**src/rtl/ebpc_znz_encoder_pkg.sv**
```systemverilog
// ebpc_znz_encoder_pkg: shared constants and types for the EBPC ZNZ encoder slice.
//   DATA_W           activation / packed ZNZ word width
//   MAX_ZRLE_LEN     longest zero run carried by one run symbol
//   LOG_MAX_ZRLE_LEN width of the run-length field of a run symbol
//   LOG_MAX_WORDS    width of the optional non-zero statistics counter
//   ZSYM_W           width of a zero-run symbol ('0' + length-1)
//   INS_W            widest single-cycle insert (run symbol followed by a '1')
//   znz_enc_state_t  encoder FSM states
package ebpc_znz_encoder_pkg;
  localparam int DATA_W           = 8;
  localparam int MAX_ZRLE_LEN     = 16;
  localparam int LOG_MAX_ZRLE_LEN = $clog2(MAX_ZRLE_LEN);
  localparam int LOG_MAX_WORDS    = 24;
  localparam int ZSYM_W           = 1 + LOG_MAX_ZRLE_LEN;
  localparam int INS_W            = ZSYM_W + 1;
  localparam int BUF_W            = 2 * DATA_W;
  localparam int FILL_W           = $clog2(BUF_W + 1);
  localparam int RUN_W            = $clog2(MAX_ZRLE_LEN + 1);
  localparam int LEN_W            = $clog2(INS_W + 1);

  typedef enum logic {ST_ACTIVE, ST_FLUSH} znz_enc_state_t;
endpackage

```
**src/rtl/ebpc_znz_encoder_if.sv**
```systemverilog
// ebpc_znz_encoder_if: one DATA_W-wide valid/ready stream with an end-of-block flag.
//   data  payload word
//   last  end-of-block marker (unused on the nz stream, driven 0)
//   vld   source has a word
//   rdy   sink takes the word at the rising edge when vld is also high
//   master drives data/last/vld, slave drives rdy.
interface ebpc_znz_encoder_if;
  import ebpc_znz_encoder_pkg::*;
  logic [DATA_W-1:0] data;
  logic              last;
  logic              vld;
  logic              rdy;

  modport master (output data, last, vld, input rdy);
  modport slave  (input data, last, vld, output rdy);
endinterface

```
**src/rtl/ebpc_znz_encoder_bit_packer.sv**
```systemverilog
// ebpc_znz_encoder_bit_packer: MSB-first bit packer into DATA_W words.
//   i_clk, i_rst          clock, async active-high reset
//   i_ins_en/bits/len     insert i_ins_len (0..INS_W) right-aligned bits this cycle
//   i_flush               the insert this cycle closes the block: pad the tail and
//                         mark the final word with o_last
//   o_space               at least INS_W free bits in the buffer
//   o_data/o_last/o_vld/i_rdy  registered packed-word output stream
module ebpc_znz_encoder_bit_packer
  import ebpc_znz_encoder_pkg::*;
(
  input  logic              i_clk,
  input  logic              i_rst,
  input  logic              i_ins_en,
  input  logic [INS_W-1:0]  i_ins_bits,
  input  logic [LEN_W-1:0]  i_ins_len,
  input  logic              i_flush,
  output logic              o_space,
  output logic [DATA_W-1:0] o_data,
  output logic              o_last,
  output logic              o_vld,
  input  logic              i_rdy
);
  localparam logic [FILL_W-1:0] FILL_WORD    = FILL_W'(DATA_W);
  localparam logic [FILL_W-1:0] FILL_MAX_INS = FILL_W'(BUF_W - INS_W);

  // r_buf is left-aligned: bit BUF_W-1 is the oldest bit; bits below r_fill are kept 0,
  // so a flushed tail is zero-padded for free.
  logic [BUF_W-1:0]  r_buf;
  logic [FILL_W-1:0] r_fill;
  logic              r_flush;
  logic [DATA_W-1:0] r_data;
  logic              r_last;
  logic              r_vld;

  logic              w_out_free;
  logic              w_load;
  logic              w_word_last;
  logic [BUF_W-1:0]  w_buf_base;
  logic [FILL_W-1:0] w_fill_base;
  logic [INS_W-1:0]  w_ins_al;
  logic [BUF_W-1:0]  w_ins_pos;
  logic [BUF_W-1:0]  w_buf_n;
  logic [FILL_W-1:0] w_fill_n;

  always_comb begin
    w_out_free  = !r_vld || i_rdy;
    // While flushing, a partial tail counts as a (padded) word.
    w_load      = w_out_free && ((r_fill >= FILL_WORD) || (r_flush && (r_fill != '0)));
    w_word_last = r_flush && (r_fill <= FILL_WORD);
    w_buf_base  = w_load ? (r_buf << DATA_W) : r_buf;
    w_fill_base = r_fill;
    if (w_load) w_fill_base = (r_fill >= FILL_WORD) ? (r_fill - FILL_WORD) : '0;
    // Left-align the new bits, then drop them right behind the surviving fill.
    w_ins_al    = i_ins_bits << (LEN_W'(INS_W) - i_ins_len);
    w_ins_pos   = {w_ins_al, {(BUF_W-INS_W){1'b0}}} >> w_fill_base;
    w_buf_n     = i_ins_en ? (w_buf_base | w_ins_pos) : w_buf_base;
    w_fill_n    = i_ins_en ? (w_fill_base + FILL_W'(i_ins_len)) : w_fill_base;
  end

  always_ff @(posedge i_clk or posedge i_rst) begin
    if (i_rst) begin
      r_buf   <= '0;
      r_fill  <= '0;
      r_flush <= 1'b0;
      r_data  <= '0;
      r_last  <= 1'b0;
      r_vld   <= 1'b0;
    end else begin
      r_buf  <= w_buf_n;
      r_fill <= w_fill_n;
      if (i_flush)                    r_flush <= 1'b1;
      else if (w_load && w_word_last) r_flush <= 1'b0;
      if (w_load) begin
        r_data <= r_buf[BUF_W-1 -: DATA_W];
        r_last <= w_word_last;
        r_vld  <= 1'b1;
      end else if (i_rdy) begin
        r_vld  <= 1'b0;
      end
    end
  end

  assign o_space = (r_fill <= FILL_MAX_INS);
  assign o_data  = r_data;
  assign o_last  = r_last;
  assign o_vld   = r_vld;
endmodule

```
**src/rtl/ebpc_znz_encoder.sv**
```systemverilog
// ebpc_znz_encoder: splits an activation stream into a zero-run-length coded ZNZ
// bitstream (packed MSB-first into DATA_W words) and a stream of non-zero values.
//   clk_i, rst_i  clock, async active-high reset
//   i_act         slave:  activation words in, last marks end of block
//   o_nz          master: non-zero values (no framing, last driven 0)
//   o_znz         master: packed ZNZ words, last on the final word of a block
//   nz_cnt_o      non-zeros in the last completed block, saturating
//                 (only when EBPC_ZNZ_ENC_STATS_EN is defined)
// Symbols: non-zero -> '1'; zero run of length L -> '0' followed by L-1 in
// LOG_MAX_ZRLE_LEN bits.
module ebpc_znz_encoder
  import ebpc_znz_encoder_pkg::*;
(
  input  logic clk_i,
  input  logic rst_i,
  ebpc_znz_encoder_if.slave  i_act,
  ebpc_znz_encoder_if.master o_nz,
  ebpc_znz_encoder_if.master o_znz
`ifdef EBPC_ZNZ_ENC_STATS_EN
  ,
  output logic [LOG_MAX_WORDS-1:0] nz_cnt_o
`endif
);
  znz_enc_state_t    r_state, w_state_n;
  logic [RUN_W-1:0]  r_run, w_run_n;
  logic [DATA_W-1:0] r_nz;
  logic              r_nz_vld;

  logic              w_pk_space;
  logic              w_nz_free;
  logic              w_rdy;
  logic              w_acc;
  logic              w_is_zero;
  logic              w_flush;
  logic              w_ins_en;
  logic [INS_W-1:0]  w_ins_bits;
  logic [LEN_W-1:0]  w_ins_len;
  logic [RUN_W-1:0]  w_run_inc;
  logic [RUN_W-1:0]  w_run_dec;
  logic              w_znz_done;

  assign w_nz_free  = !r_nz_vld || o_nz.rdy;
  assign w_rdy      = !rst_i && (r_state == ST_ACTIVE) && w_pk_space && w_nz_free;
  assign w_acc      = i_act.vld && w_rdy;
  assign w_is_zero  = (i_act.data == '0);
  assign w_flush    = w_acc && i_act.last;
  assign w_run_inc  = r_run + RUN_W'(1);
  assign w_run_dec  = r_run - RUN_W'(1);
  assign w_znz_done = o_znz.vld && o_znz.rdy && o_znz.last;

  // Symbol formation. For a zero the run including this word is r_run+1, so its
  // length field is r_run; for a non-zero the pending run is r_run, field r_run-1.
  always_comb begin
    w_ins_en   = 1'b0;
    w_ins_bits = '0;
    w_ins_len  = '0;
    w_run_n    = r_run;
    if (w_acc) begin
      if (w_is_zero) begin
        if ((w_run_inc == RUN_W'(MAX_ZRLE_LEN)) || i_act.last) begin
          w_ins_en   = 1'b1;
          w_ins_bits = INS_W'({1'b0, r_run[LOG_MAX_ZRLE_LEN-1:0]});
          w_ins_len  = LEN_W'(ZSYM_W);
          w_run_n    = '0;
        end else begin
          w_run_n    = w_run_inc;
        end
      end else begin
        w_ins_en = 1'b1;
        w_run_n  = '0;
        if (r_run != '0) begin
          w_ins_bits = {1'b0, w_run_dec[LOG_MAX_ZRLE_LEN-1:0], 1'b1};
          w_ins_len  = LEN_W'(INS_W);
        end else begin
          w_ins_bits = INS_W'(1);
          w_ins_len  = LEN_W'(1);
        end
      end
    end
  end

  always_comb begin
    w_state_n = r_state;
    case (r_state)
      ST_ACTIVE: if (w_flush)    w_state_n = ST_FLUSH;
      ST_FLUSH:  if (w_znz_done) w_state_n = ST_ACTIVE;
      default:                   w_state_n = ST_ACTIVE;
    endcase
  end

  always_ff @(posedge clk_i or posedge rst_i) begin
    if (rst_i) begin
      r_state  <= ST_ACTIVE;
      r_run    <= '0;
      r_nz     <= '0;
      r_nz_vld <= 1'b0;
    end else begin
      r_state <= w_state_n;
      r_run   <= w_run_n;
      if (w_acc && !w_is_zero) begin
        r_nz     <= i_act.data;
        r_nz_vld <= 1'b1;
      end else if (o_nz.rdy) begin
        r_nz_vld <= 1'b0;
      end
    end
  end

  ebpc_znz_encoder_bit_packer u_packer (
    .i_clk      (clk_i),
    .i_rst      (rst_i),
    .i_ins_en   (w_ins_en),
    .i_ins_bits (w_ins_bits),
    .i_ins_len  (w_ins_len),
    .i_flush    (w_flush),
    .o_space    (w_pk_space),
    .o_data     (o_znz.data),
    .o_last     (o_znz.last),
    .o_vld      (o_znz.vld),
    .i_rdy      (o_znz.rdy)
  );

  assign i_act.rdy = w_rdy;
  assign o_nz.data = r_nz;
  assign o_nz.vld  = r_nz_vld;
  assign o_nz.last = 1'b0;

`ifdef EBPC_ZNZ_ENC_STATS_EN
  // Running count for the open block; published when its last ZNZ word leaves.
  logic [LOG_MAX_WORDS-1:0] r_nz_acc;
  logic [LOG_MAX_WORDS-1:0] r_nz_cnt;

  always_ff @(posedge clk_i or posedge rst_i) begin
    if (rst_i) begin
      r_nz_acc <= '0;
      r_nz_cnt <= '0;
    end else if (w_znz_done) begin
      r_nz_cnt <= r_nz_acc;
      r_nz_acc <= '0;
    end else if (w_acc && !w_is_zero && (r_nz_acc != '1)) begin
      r_nz_acc <= r_nz_acc + LOG_MAX_WORDS'(1);
    end
  end

  assign nz_cnt_o = r_nz_cnt;
`endif
endmodule

```
**src/flat_wrapper.sv**
```systemverilog
// flat-port wrapper written by rule: the top's interface ports become plain ports
module ebpc_znz_encoder_flat import ebpc_znz_encoder_pkg::*;
  (clk_i, rst_i, i_act_data, i_act_last, i_act_vld, i_act_rdy, o_nz_data, o_nz_last, o_nz_vld, o_nz_rdy, o_znz_data, o_znz_last, o_znz_vld, o_znz_rdy);
  ebpc_znz_encoder_if i_act_i ();
  ebpc_znz_encoder_if o_nz_i ();
  ebpc_znz_encoder_if o_znz_i ();
  input  logic clk_i;
  input  logic rst_i;
  input wire logic [$bits(i_act_i.data)-1:0] i_act_data;
  input wire logic [$bits(i_act_i.last)-1:0] i_act_last;
  input wire logic [$bits(i_act_i.vld)-1:0] i_act_vld;
  output wire logic [$bits(i_act_i.rdy)-1:0] i_act_rdy;
  output wire logic [$bits(o_nz_i.data)-1:0] o_nz_data;
  output wire logic [$bits(o_nz_i.last)-1:0] o_nz_last;
  output wire logic [$bits(o_nz_i.vld)-1:0] o_nz_vld;
  input wire logic [$bits(o_nz_i.rdy)-1:0] o_nz_rdy;
  output wire logic [$bits(o_znz_i.data)-1:0] o_znz_data;
  output wire logic [$bits(o_znz_i.last)-1:0] o_znz_last;
  output wire logic [$bits(o_znz_i.vld)-1:0] o_znz_vld;
  input wire logic [$bits(o_znz_i.rdy)-1:0] o_znz_rdy;
  assign i_act_i.data = i_act_data;
  assign i_act_i.last = i_act_last;
  assign i_act_i.vld = i_act_vld;
  assign i_act_rdy = i_act_i.rdy;
  assign o_nz_data = o_nz_i.data;
  assign o_nz_last = o_nz_i.last;
  assign o_nz_vld = o_nz_i.vld;
  assign o_nz_i.rdy = o_nz_rdy;
  assign o_znz_data = o_znz_i.data;
  assign o_znz_last = o_znz_i.last;
  assign o_znz_vld = o_znz_i.vld;
  assign o_znz_i.rdy = o_znz_rdy;
  ebpc_znz_encoder u_core (.clk_i(clk_i), .rst_i(rst_i), .i_act(i_act_i), .o_nz(o_nz_i), .o_znz(o_znz_i));
endmodule
```
**config.mk**
```make
export PLATFORM = sky130hd
export DESIGN_NAME = ebpc_znz_encoder_flat
export DESIGN_NICKNAME = d
export VERILOG_FILES = /design/src/rtl/ebpc_znz_encoder_pkg.sv /design/src/rtl/ebpc_znz_encoder_if.sv /design/src/rtl/ebpc_znz_encoder_bit_packer.sv /design/src/rtl/ebpc_znz_encoder.sv /design/src/flat_wrapper.sv
export SDC_FILE = /design/constraint.sdc
export NUM_CORES = 1
export LEC_CHECK = 0
export BUFFER_PORTS_ARGS = -buffer_cell sky130_fd_sc_hd__buf_4
export CORE_ASPECT_RATIO = 0.6
export CORE_UTILIZATION = 30
export CTS_CLUSTER_DIAMETER = 50
export CTS_CLUSTER_SIZE = 10
export DETAILED_ROUTE_END_ITERATION = 8
export GPL_TIMING_DRIVEN = 0
export HOLD_SLACK_MARGIN = 0.06
export PLACE_DENSITY = 0.46
export SETUP_SLACK_MARGIN = 0.5
export SYNTH_ARGS = -nofsm -noshare
export SYNTH_HDL_FRONTEND = slang
export SYNTH_SLANG_ARGS = --single-unit
```
**constraint.sdc**
```tcl
create_clock -name clk_i -period 4.3 [get_ports clk_i]
set_input_delay 1.29 -clock clk_i [delete_from_list [all_inputs] [get_ports clk_i]]
set_output_delay 1.29 -clock clk_i [all_outputs]
set_load 0.05 [all_outputs]
```
==> impl_metrics.py, run 1 <==
metrics = {
    "route": {
        "avgViaCountPerCell": 5.371,
        "vias": 2734,
        "drtIter0Drc": 268,
        "wl_per_cell_um": 16.70,
        "final_antenna_net_count": 0,
        "drt_first_pass_iters": 5,
        "totalWireLength_um": 8502,
        "drc": 0,
    },
    "logic_synthesis": {
        "yosysTopAreaCell": "dfrtp_1",
        "post_synth_mux_area_share_pct": 6.773,
        "yosys-top-cells-count": "nand2_1 (53), dfrtp_1 (47), o21ai_0 (23)",
        "synth_cell_types": 66,
        "synth-compound-area-share_pct": 21.29,
        "synthArstFlopShare_pct": 100.0,
        "synth_top_family_by_area": "simple AND/OR/NAND/NOR gates",
        "synthAdderAreaFrac_pct": 4.459,
        "synth.area.top_cells": "dfrtp_1 (40%), nand2_1 (6.7%), o21ai_0 (3.9%), ha_1 (3.8%), mux2_2 (3.4%)",
        "syn-num-nets": 350,
        "synth_top_area_share_pct": 39.55,
        "synth_xor_area_share_pct": 1.472,
        "yosys_warnings": 0,
        "synthSimpleGateAreaFrac_pct": 22.00,
        "syn_inst": 326,
        "synth_edf_count": 0,
        "ys.flop_type": "dfrtp_1",
        "post-synth-top-count-cell": "nand2_1",
        "ys_seq_elements": 47,
        "ys_seq_area_share_pct": 39.55,
        "syn_area_um2": 2974,
        "avgSynthCellArea_um2": 9.123,
    },
    "clock_tree": {
        "worstSkewPairLatency_ns": 0.30,
        "clkTransAtPathRegs_ns": 0.08,
        "numCtsBuffers": 5,
        "h-tree-depth": 2,
        "clk_path_buf_depth": 2,
        "clock-root-buffer": "clkbuf_16",
        "cts_sinks": 47,
        "ctsHoldBuffers": 0,
        "tritoncts": "done",
    },
    "hold_path": {
        "hold_path.class": "register to register",
    },
    "die": {
        "fp.dieH_um": 79.13,
        "die_w_um": 130.5,
        "io_pins": 35,
        "start_util_pct": 31.67,
        "dieArea_um2": 10330,
        "coreArea_um2": 9392,
        "row_count": 27,
    },
    "finish": {
        "post-route-util_pct": 41.35,
        "nets": 402,
        "syn_to_final_growth_pct": 30.58,
        "layout-drive-gt1-share_pct": 29.29,
        "fill_cells": 953,
        "antenna_cells": 0,
    },
    "pwr": {
        "p_leak_nw": 1.640,
        "irDropWorstVdd_mv": 0.2667,
        "power_mw": 1.940,
        "p_per_area_nw_per_um2": 499.5,
    },
    "critical_path": {
        "required_ns": 4.51,
        "cp-start-kind": "primary input",
        "criticalPathCategory": "primary input to register",
        "critical_path.max_fanout": 10,
        "worstPathArrival_ns": 3.96,
        "end_kind": "register",
    },
    "global_route": {
        "grt.total_usage_pct": 17.28,
        "grt_max_degree": 31,
        "antenna_found_initial": 0,
        "grt_remaining_overflow": 0,
        "grt_pass1_vias": 2412,
        "grt_first_pass_wirelength_um": 13250,
    },
    "job": {
        "drv_cap": 0,
    },
    "placed_design": {
        "place_ws_ns": -0.2289,
        "dp_hpwl_um": 6332,
        "portBuffers": 33,
        "gp_congestion": 0.8794,
    },
    "sta": {
        "period_share_pct": 87.27,
        "final_hold_viol_count": 0,
        "timing.fmax_mhz": 266.5,
        "tightest_slew_ns": 0.7123,
        "setup_viol_count_final": 0,
        "fin_skew_ns": 0.01576,
        "rsz0062_at_grt": "false",
        "fin_crit_ns": 3.753,
        "setup_ws_ns": 0.5474,
        "fin_tns_setup_ns": 0,
        "timing.hold.ws_ns": 0.4841,
        "maxSlewHeadroom_pct": 52.22,
        "drv_slew": 0,
    },
    "status": {
        "status": "finished, final reports clean",
    },
}
## cells by family (layout without fill, tap and decap cells)
group / Yosys count / count (layout)
AOI/OAI and AO/OA: 91 / 91
xor gates and xnor gates: 5 / 5
adders and majority gates: 10 / 10
buffers and inverters: 30 / 83
DFF: 47 / 47
muxes: 19 / 19
other: 1 / 1
and+or+nand+nor: 123 / 123
## path summary, 6_finish.rpt
kind | slack, ns | start | to | depth (start not counted)
max | 0.55 | i_act_data[0] | u_core.u_packer.r_buf[6]$_DFF_PP0_ | 13
min | 0.48 | u_core.o_nz.data[0]$_DFFE_PP0P_ | u_core.o_nz.data[0]$_DFFE_PP0P_ | 2
max reg2reg | 0.78 | u_core.r_run[0]$_DFFE_PP0N_ | u_core.u_packer.r_buf[6]$_DFF_PP0_ | 14
min reg2reg | 0.48 | u_core.o_nz.data[0]$_DFFE_PP0P_ | u_core.o_nz.data[0]$_DFFE_PP0P_ | 2
max in group asynchronous | 2.77 | rst_i | u_core.u_packer.o_data[7]$_DFFE_PP0P_ | 3
min in group asynchronous | 1.01 | rst_i | u_core.o_nz.data[3]$_DFFE_PP0P_ | 2
## cell usage in the layout (no fill, tap or decap), types with 4 or more instances in the layout
cell	n
nor2_1	11
dfrtp_1	47
o221ai_1	4
nand4_1	6
nor3_1	8
mux2i_1	9
o21ai_1	5
a21oi_1	9
nand3_1	8
inv_1	13
nand2_1	51
clkbuf_16	6
mux2_2	9
buf_4	45
nor3_2	4
nand2b_1	6
nand2_2	4
ha_1	8
o211ai_1	5
o21ai_0	23
## worst max-delay path: stages
cell and delay (ns):
buf_4 0.13, or4_4 0.57, nor2_4 0.18, nand3_4 0.12, a21oi_4 0.20, ha_4 0.15
buf_8 0.13, o2111ai_4 0.14, o211ai_4 0.14, nand4_1 0.15, a22oi_2 0.36, mux2i_1 0.17
o221ai_1 0.21
## what timing repair did
action                                  CTS  global route
endpoints found under the setup margin   16            15
pin swaps                                 6            10
resized for setup                        26            16
setup buffers                             4             7
hold endpoints to repair                  0             0
## area by class of cell
type | count | area (µm²) | share of cell area, %
multi-input combinational | 249 | 1874 | 48.26
buffer | 12 | 102.6 | 2.642
sequential | 47 | 1176 | 30.28
inverter | 18 | 67.56 | 1.740
tap | 130 | 162.7 | 4.188
clock buffer | 5 | 125.1 | 3.222
clock inverter | 3 | 25.02 | 0.6443
timing repair buffer | 45 | 350.3 | 9.021
## state kept, by name, summed over array words and instances (netlist names)
signal and flops:
u_core.u_packer.r_fill 5, u_core.u_packer.r_flush 1, u_core.u_packer.r_buf 16, u_core.r_run 5, u_core.u_packer.o_data 8, u_core.u_packer.o_last 1
u_core.o_nz.data 8, u_core.u_packer.o_vld 1, u_core.r_state 1, u_core.o_nz.vld 1
## power by group
group	leakage [nW]	total [mW]	internal, mW	switching [mW]
sequential	0.632	0.610	0.523	0.0870
combinational	0.938	0.929	0.312	0.616
clock	0.0700	0.401	0.218	0.183
total	1.64	1.94	1.05	0.887
## stage by stage
| stage | area (µm²) | instances |
|---|---|---|
| global placement | 3395 | 489 |
| floorplan | 2984 | 326 |
| finish | 3884 | 509 |
| detailed placement | 3415 | 490 |
| CTS | 3737 | 502 |
| global route | 3884 | 509 |
## per-layer routing
layer  wire length, µm  track usage [%]
met5                 0                0
met4                68            3.563
met3               542            4.178
met2              3114            20.32
met1              4776            29.37
No activity file was read; power rests on OpenSTA's default activity.
==> run 2, diff against run 1 <==
Clock period 4.3 ns to 3.6 ns, I/O delays scaled along.
==> impl_metrics.py, run 2 (same netlist as run 1, synthesis figures left out) <==
metrics = {
    "status": {
        "status": "finished, final reports clean",
    },
    "clock_tree": {
        "tritoncts": "done",
        "clk_path_buf_depth": 2,
        "clock-root-buffer": "clkbuf_16",
        "h-tree-depth": 2,
        "ctsHoldBuffers": 0,
        "cts_sinks": 47,
        "numCtsBuffers": 5,
        "worstSkewPairLatency_ns": 0.29,
        "clkTransAtPathRegs_ns": 0.06,
    },
    "die": {
        "io_pins": 35,
        "fp.dieH_um": 79.13,
        "start_util_pct": 31.67,
        "row_count": 27,
        "dieArea_um2": 10330,
        "coreArea_um2": 9392,
        "die_w_um": 130.5,
    },
    "route": {
        "avgViaCountPerCell": 5.460,
        "wl_per_cell_um": 17.74,
        "drt_first_pass_iters": 5,
        "vias": 2883,
        "final_antenna_net_count": 0,
        "drc": 0,
        "totalWireLength_um": 9366,
        "drtIter0Drc": 257,
    },
    "pwr": {
        "irDropWorstVdd_mv": 0.2798,
        "p_clk_share_pct": 20.9,
        "combPwrFrac_pct": 50.2,
        "intPower_mw": 1.404,
        "p_leak_nw": 1.771,
        "p_per_area_nw_per_um2": 591.9,
        "p_seq_share_pct": 28.9,
        "switchingPower_mw": 1.134,
        "switching_share_pct": 44.70,
    },
    "critical_path": {
        "end_kind": "register",
        "criticalPathCategory": "primary input to register",
        "cp_slowest_stage_delay_ns": 0.56,
        "worstRegToRegCells": 15,
        "critical_path.max_fanout": 5,
        "timing.critical_path.cells": "buf_8, or4_4, nor2_4, nand3_4, a21oi_4, ha_4, buf_8, o2111ai_4, o211ai_4, a2bb2oi_4, o22ai_4, mux2i_2, buf_4, o21ai_2",
        "path_buf_inv": 3,
        "crit_cells": 14,
        "cpMostUsedCell": "buf_8",
        "worstPathArrival_ns": 3.63,
        "cp-start-kind": "primary input",
        "required_ns": 3.77,
        "crit_family": "compound AO/OA/AOI/OAI gates",
        "cp_slowest_cell": "or4_4",
    },
    "hold_path": {
        "hold_path.class": "register to register",
        "hold_depth": 2,
    },
    "global_route": {
        "grt_pass1_vias": 2623,
        "antenna_found_initial": 0,
        "busiest_layer": "met1",
        "grt_use_met3_pct": 3.774,
        "met2_usage_pct": 22.54,
        "grt.total_usage_pct": 18.77,
        "grt_max_degree": 34,
        "grt_remaining_overflow": 0,
        "grt_first_pass_wirelength_um": 14620,
        "met1_usage_pct": 32.06,
    },
    "sta": {
        "final_hold_viol_count": 0,
        "drv_slew": 0,
        "tightest_slew_ns": 0.6854,
        "period_share_pct": 95.92,
        "rsz0062_at_grt": "true",
        "maxSlewHeadroom_pct": 54.03,
        "timing.fmax_mhz": 289.6,
        "fin_crit_ns": 3.453,
        "fin_skew_ns": 0.002926,
        "timing.hold.ws_ns": 0.4784,
        "setup_viol_count_final": 0,
    },
    "job": {
        "drv_cap": 0,
    },
    "finish": {
        "largest_reg_flops": 16,
        "mostFrequentLayoutCells": "buf_4 (59), nand2_1 (49), dfrtp_1 (43), o21ai_0 (17), inv_1 (13)",
        "syn_to_final_growth_pct": 44.17,
        "nets": 422,
        "post-route-util_pct": 45.66,
        "largest_register": "u_core.u_packer.r_buf",
        "antenna_cells": 0,
        "final_common_cell": "buf_4",
        "layout-drive-gt1-share_pct": 38.94,
    },
    "placed_design": {
        "gp_congestion": 0.8641,
        "dp_hpwl_um": 6472,
        "portBuffers": 33,
    },
}
==> run 2: stage by stage <==
| step | worst slack [ns] | std cells | setup TNS [ns] | total power, mW | cell area, µm² |
|---|---|---|---|---|---|
| finish | 0.1469 | 528 | 0 | 2.538 | 4288 |
| global route | 0.07632 | 528 | 0 | 2.688 | 4288 |
| CTS | 0.1922 | 514 | 0 | 2.439 | 4021 |
| detailed placement | -0.4423 | 490 | -4.657 | 1.796 | 3532 |
| global placement | -0.4750 | 489 | -5.049 | 1.790 | 3512 |
| floorplan | 0.2227 | 326 | 0 | 1.483 | 3102 |
==> run 2: per-layer routing <==
metal	vias up	wire length [µm]
met5	-	0
met4	0	66
met3	11	632
met2	106	3409
met1	1407	5258
li1	1359	-
==> run 2: worst paths after layout <==
| check | startpoint | slack, ns | endpoint |
|---|---|---|---|
| setup reg to reg | u_core.r_run[0]$_DFFE_PP0N_ | 0.20 | u_core.u_packer.r_buf[12]$_DFF_PP0_ |
| hold reg to reg | u_core.o_nz.data[0]$_DFFE_PP0P_ | 0.48 | u_core.o_nz.data[0]$_DFFE_PP0P_ |
| setup / recovery | i_act_data[0] | 0.15 | u_core.u_packer.r_buf[12]$_DFF_PP0_ |
| hold / removal | u_core.o_nz.data[0]$_DFFE_PP0P_ | 0.48 | u_core.o_nz.data[0]$_DFFE_PP0P_ |
| min in group asynchronous | rst_i | 0.76 | u_core.o_nz.vld$_DFFE_PP0P_ |
| max in group asynchronous | rst_i | 2.33 | u_core.u_packer.r_buf[1]$_DFF_PP0_ |
==> run 2: area by class of cell <==
type,instances,area (µm²)
flip-flops and latches,47,1181
clock buffers,6,128.9
inverters,18,80.08
repair buffers,65,543.0
fillers,915,5104
well taps,130,162.7
plain buffers,12,115.1
multi-input cells,249,2047
clock inverters,1,30.03
==> run 2: what timing repair did <==
item,4_1_cts,5_1_grt
pin swaps,17,19
resized for setup,30,36
gates cloned,1,1
setup buffers,16,13
setup endpoints to repair,27,21
==> run 2: worst reg2reg max path, stage by stage (launching register included) <==
cell and delay (ns):
dfrtp_2 0.46, inv_1 0.18, ha_1 0.21, or4b_1 0.54
a21oi_4 0.17, inv_1 0.09, a21oi_4 0.20, ha_4 0.19
buf_8 0.13, o2111ai_4 0.11, o211ai_4 0.15, a2bb2oi_4 0.27
o22ai_4 0.13, mux2i_2 0.25, buf_4 0.17, o21ai_2 0.04
==> run 2: power by group through the flow <==
stage	Combinational, mW	Sequential (mW)	Clock (mW)
floorplan	0.577	0.906	0
global placement	1.06	0.732	0
detailed placement	1.06	0.734	0
CTS	1.17	0.731	0.540
global route	1.38	0.748	0.560
finish	1.27	0.734	0.530
==> run 3, diff against run 2 <==
Settings changed: GPL_TIMING_DRIVEN 0 to not set.
Clock period 3.6 ns to 3.3 ns, I/O delays scaled along.
==> impl_metrics.py, run 3 (same netlist as run 1, synthesis figures left out) <==
metrics = {
    "status": {
        "status": "finished, final reports clean",
    },
    "critical_path": {
        "worstPathArrival_ns": 3.46,
        "rr_startpoint": "u_core.r_run[0]$_DFFE_PP0N_",
        "r2r-end": "u_core.u_packer.r_buf[10]$_DFF_PP0_",
        "worstRegToRegCells": 14,
        "cpMostUsedCell": "buf_6",
        "criticalPathCategory": "primary input to register",
        "cp-start-kind": "primary input",
        "end_kind": "register",
        "crit_family": "simple AND/OR/NAND/NOR gates",
        "required_ns": 3.50,
        "timing.critical_path.cells": "buf_6, or4_4, nor2_4, nand3_2, a21oi_4, ha_4, buf_6, o211ai_1, nand4_1, a22oi_2, buf_4, mux2i_2, o221ai_1",
        "critical_path.max_fanout": 7,
        "ff2ff_setup_slack_ns": 0.11,
        "cp_slowest_stage_delay_ns": 0.56,
        "cp_slowest_cell": "or4_4",
        "path_buf_inv": 3,
    },
    "hold_path": {
        "hold_path.class": "register to register",
        "min_from": "u_core.o_nz.data[5]$_DFFE_PP0P_",
        "holdPathEnd": "u_core.o_nz.data[5]$_DFFE_PP0P_",
        "hold_depth": 2,
    },
    "clock_tree": {
        "cts_sinks": 47,
        "worstSkewPairLatency_ns": 0.29,
        "numCtsBuffers": 5,
        "tritoncts": "done",
        "clkTransAtPathRegs_ns": 0.06,
        "h-tree-depth": 2,
        "clk_path_buf_depth": 2,
        "clock-root-buffer": "clkbuf_16",
    },
    "sta": {
        "timing.hold.ws_ns": 0.4794,
        "setup_ws_ns": 0.04323,
        "maxSlewHeadroom_pct": 55.86,
        "fin_crit_ns": 3.257,
        "fin_tns_setup_ns": 0,
        "fin_skew_ns": 0.004781,
        "period_share_pct": 98.69,
        "drv_slew": 0,
        "final_hold_viol_count": 0,
        "rsz0062_at_grt": "true",
        "setup_viol_count_final": 0,
        "tightest_slew_ns": 0.6581,
        "timing.fmax_mhz": 307.1,
    },
    "job": {
        "drv_cap": 0,
    },
    "pwr": {
        "irDropWorstVdd_mv": 0.3149,
        "p_per_area_nw_per_um2": 621.9,
        "p_leak_nw": 1.885,
    },
    "die": {
        "die_w_um": 130.5,
        "row_count": 27,
        "dieArea_um2": 10330,
        "coreArea_um2": 9392,
        "io_pins": 35,
        "fp.dieH_um": 79.13,
        "start_util_pct": 31.67,
    },
    "global_route": {
        "grt_first_pass_wirelength_um": 15030,
        "antenna_found_initial": 0,
        "grt_pass1_vias": 2766,
        "grt_remaining_overflow": 0,
        "grt_max_degree": 33,
        "grt.total_usage_pct": 19.31,
    },
    "route": {
        "wl_per_cell_um": 17.00,
        "totalWireLength_um": 9366,
        "avgViaCountPerCell": 5.203,
        "drtIter0Drc": 252,
        "drc": 0,
        "final_antenna_net_count": 0,
        "drt_first_pass_iters": 4,
        "vias": 2867,
    },
    "placed_design": {
        "dp_hpwl_um": 7092,
        "portBuffers": 33,
        "place_ws_ns": -0.2997,
        "gp_congestion": 0.9045,
    },
    "finish": {
        "largest_reg_flops": 16,
        "fill_cells": 925,
        "mostFrequentLayoutCells": "buf_4 (89), nand2_1 (50), dfrtp_1 (46), o21ai_0 (18), buf_6 (10)",
        "final_common_cell": "buf_4",
        "syn_to_final_growth_pct": 47.24,
        "layout-drive-gt1-share_pct": 44.42,
        "largest_register": "u_core.u_packer.r_buf",
        "nets": 444,
        "antenna_cells": 0,
    },
}
## run 3: cell count changes in the layout (fill, tap and decap cells not counted), sizes merged
cell | previous run | this run
clkbuf | 12 | 7
buf | 71 | 99
clkinv | 0 | 3
clkinvlp | 2 | 0
bufinv | 1 | 0
## run 3: how the worst max path moves through the flow
stage               cells past startpoint                             endpoint     startpoint
floorplan                              13   u_core.u_packer.r_buf[1]$_DFF_PP0_       o_nz_rdy
global placement                       13  u_core.u_packer.r_buf[11]$_DFF_PP0_  i_act_data[4]
detailed placement                     13  u_core.u_packer.r_buf[11]$_DFF_PP0_  i_act_data[1]
CTS                                    12   u_core.u_packer.r_buf[5]$_DFF_PP0_  i_act_data[0]
global route                           13   u_core.u_packer.r_buf[8]$_DFF_PP0_  i_act_data[0]
finish                                 13  u_core.u_packer.r_buf[10]$_DFF_PP0_  i_act_data[0]
## run 3: cell type report
class / instances / area [µm²] / area share, %
Timing Repair Buffer: 99 / 780.7 / 17.83
Clock buffer: 7 / 132.6 / 3.029
Sequential cell: 47 / 1177 / 26.89
Multi-Input combinational cell: 249 / 2053 / 46.89
Tap cell: 130 / 162.7 / 3.714
Clock inverter: 1 / 5.005 / 0.1143
Inverter: 18 / 67.56 / 1.543
## run 3: power breakdown
part           switching (mW)  internal, mW  total, mW
Clock                   0.219         0.281      0.499
Sequential             0.0857         0.683      0.769
Combinational           0.906         0.549       1.46
## run 3: worst min-delay path: stages, from the launching register on
cell	delay (ns)
dfrtp_1	0.34
nand2_1	0.05
nand2_1	0.06
## run 3: what timing repair did
item,in CTS,in global routing
resized for setup,24,43
setup buffers,5,6
endpoints found under the setup margin,20,21
hold buffers,0,0
pin swaps,4,17
## run 3: through the flow
stage                     cells  cell area (µm²)  util [%]  total power [mW]
final                       551             4379     46.63             2.723
after CTS                   545             4109     43.75             2.652
after detailed placement    532             3839     40.87             2.091
after global routing        551             4379     46.63             2.900
after global placement      532             3839     40.87             2.091
after floorplan             326             3090         -             1.615
## run 3: metal layers
layer / vias to the layer above / global-route usage, % / wire length [µm]
li1: 1393 / - / -
met5: - / 0 / 0
met1: 1391 / 31.90 / 5208
met3: 5 / 4.852 / 520
met4: 0 / 3.908 / 53
met2: 78 / 23.76 / 3583
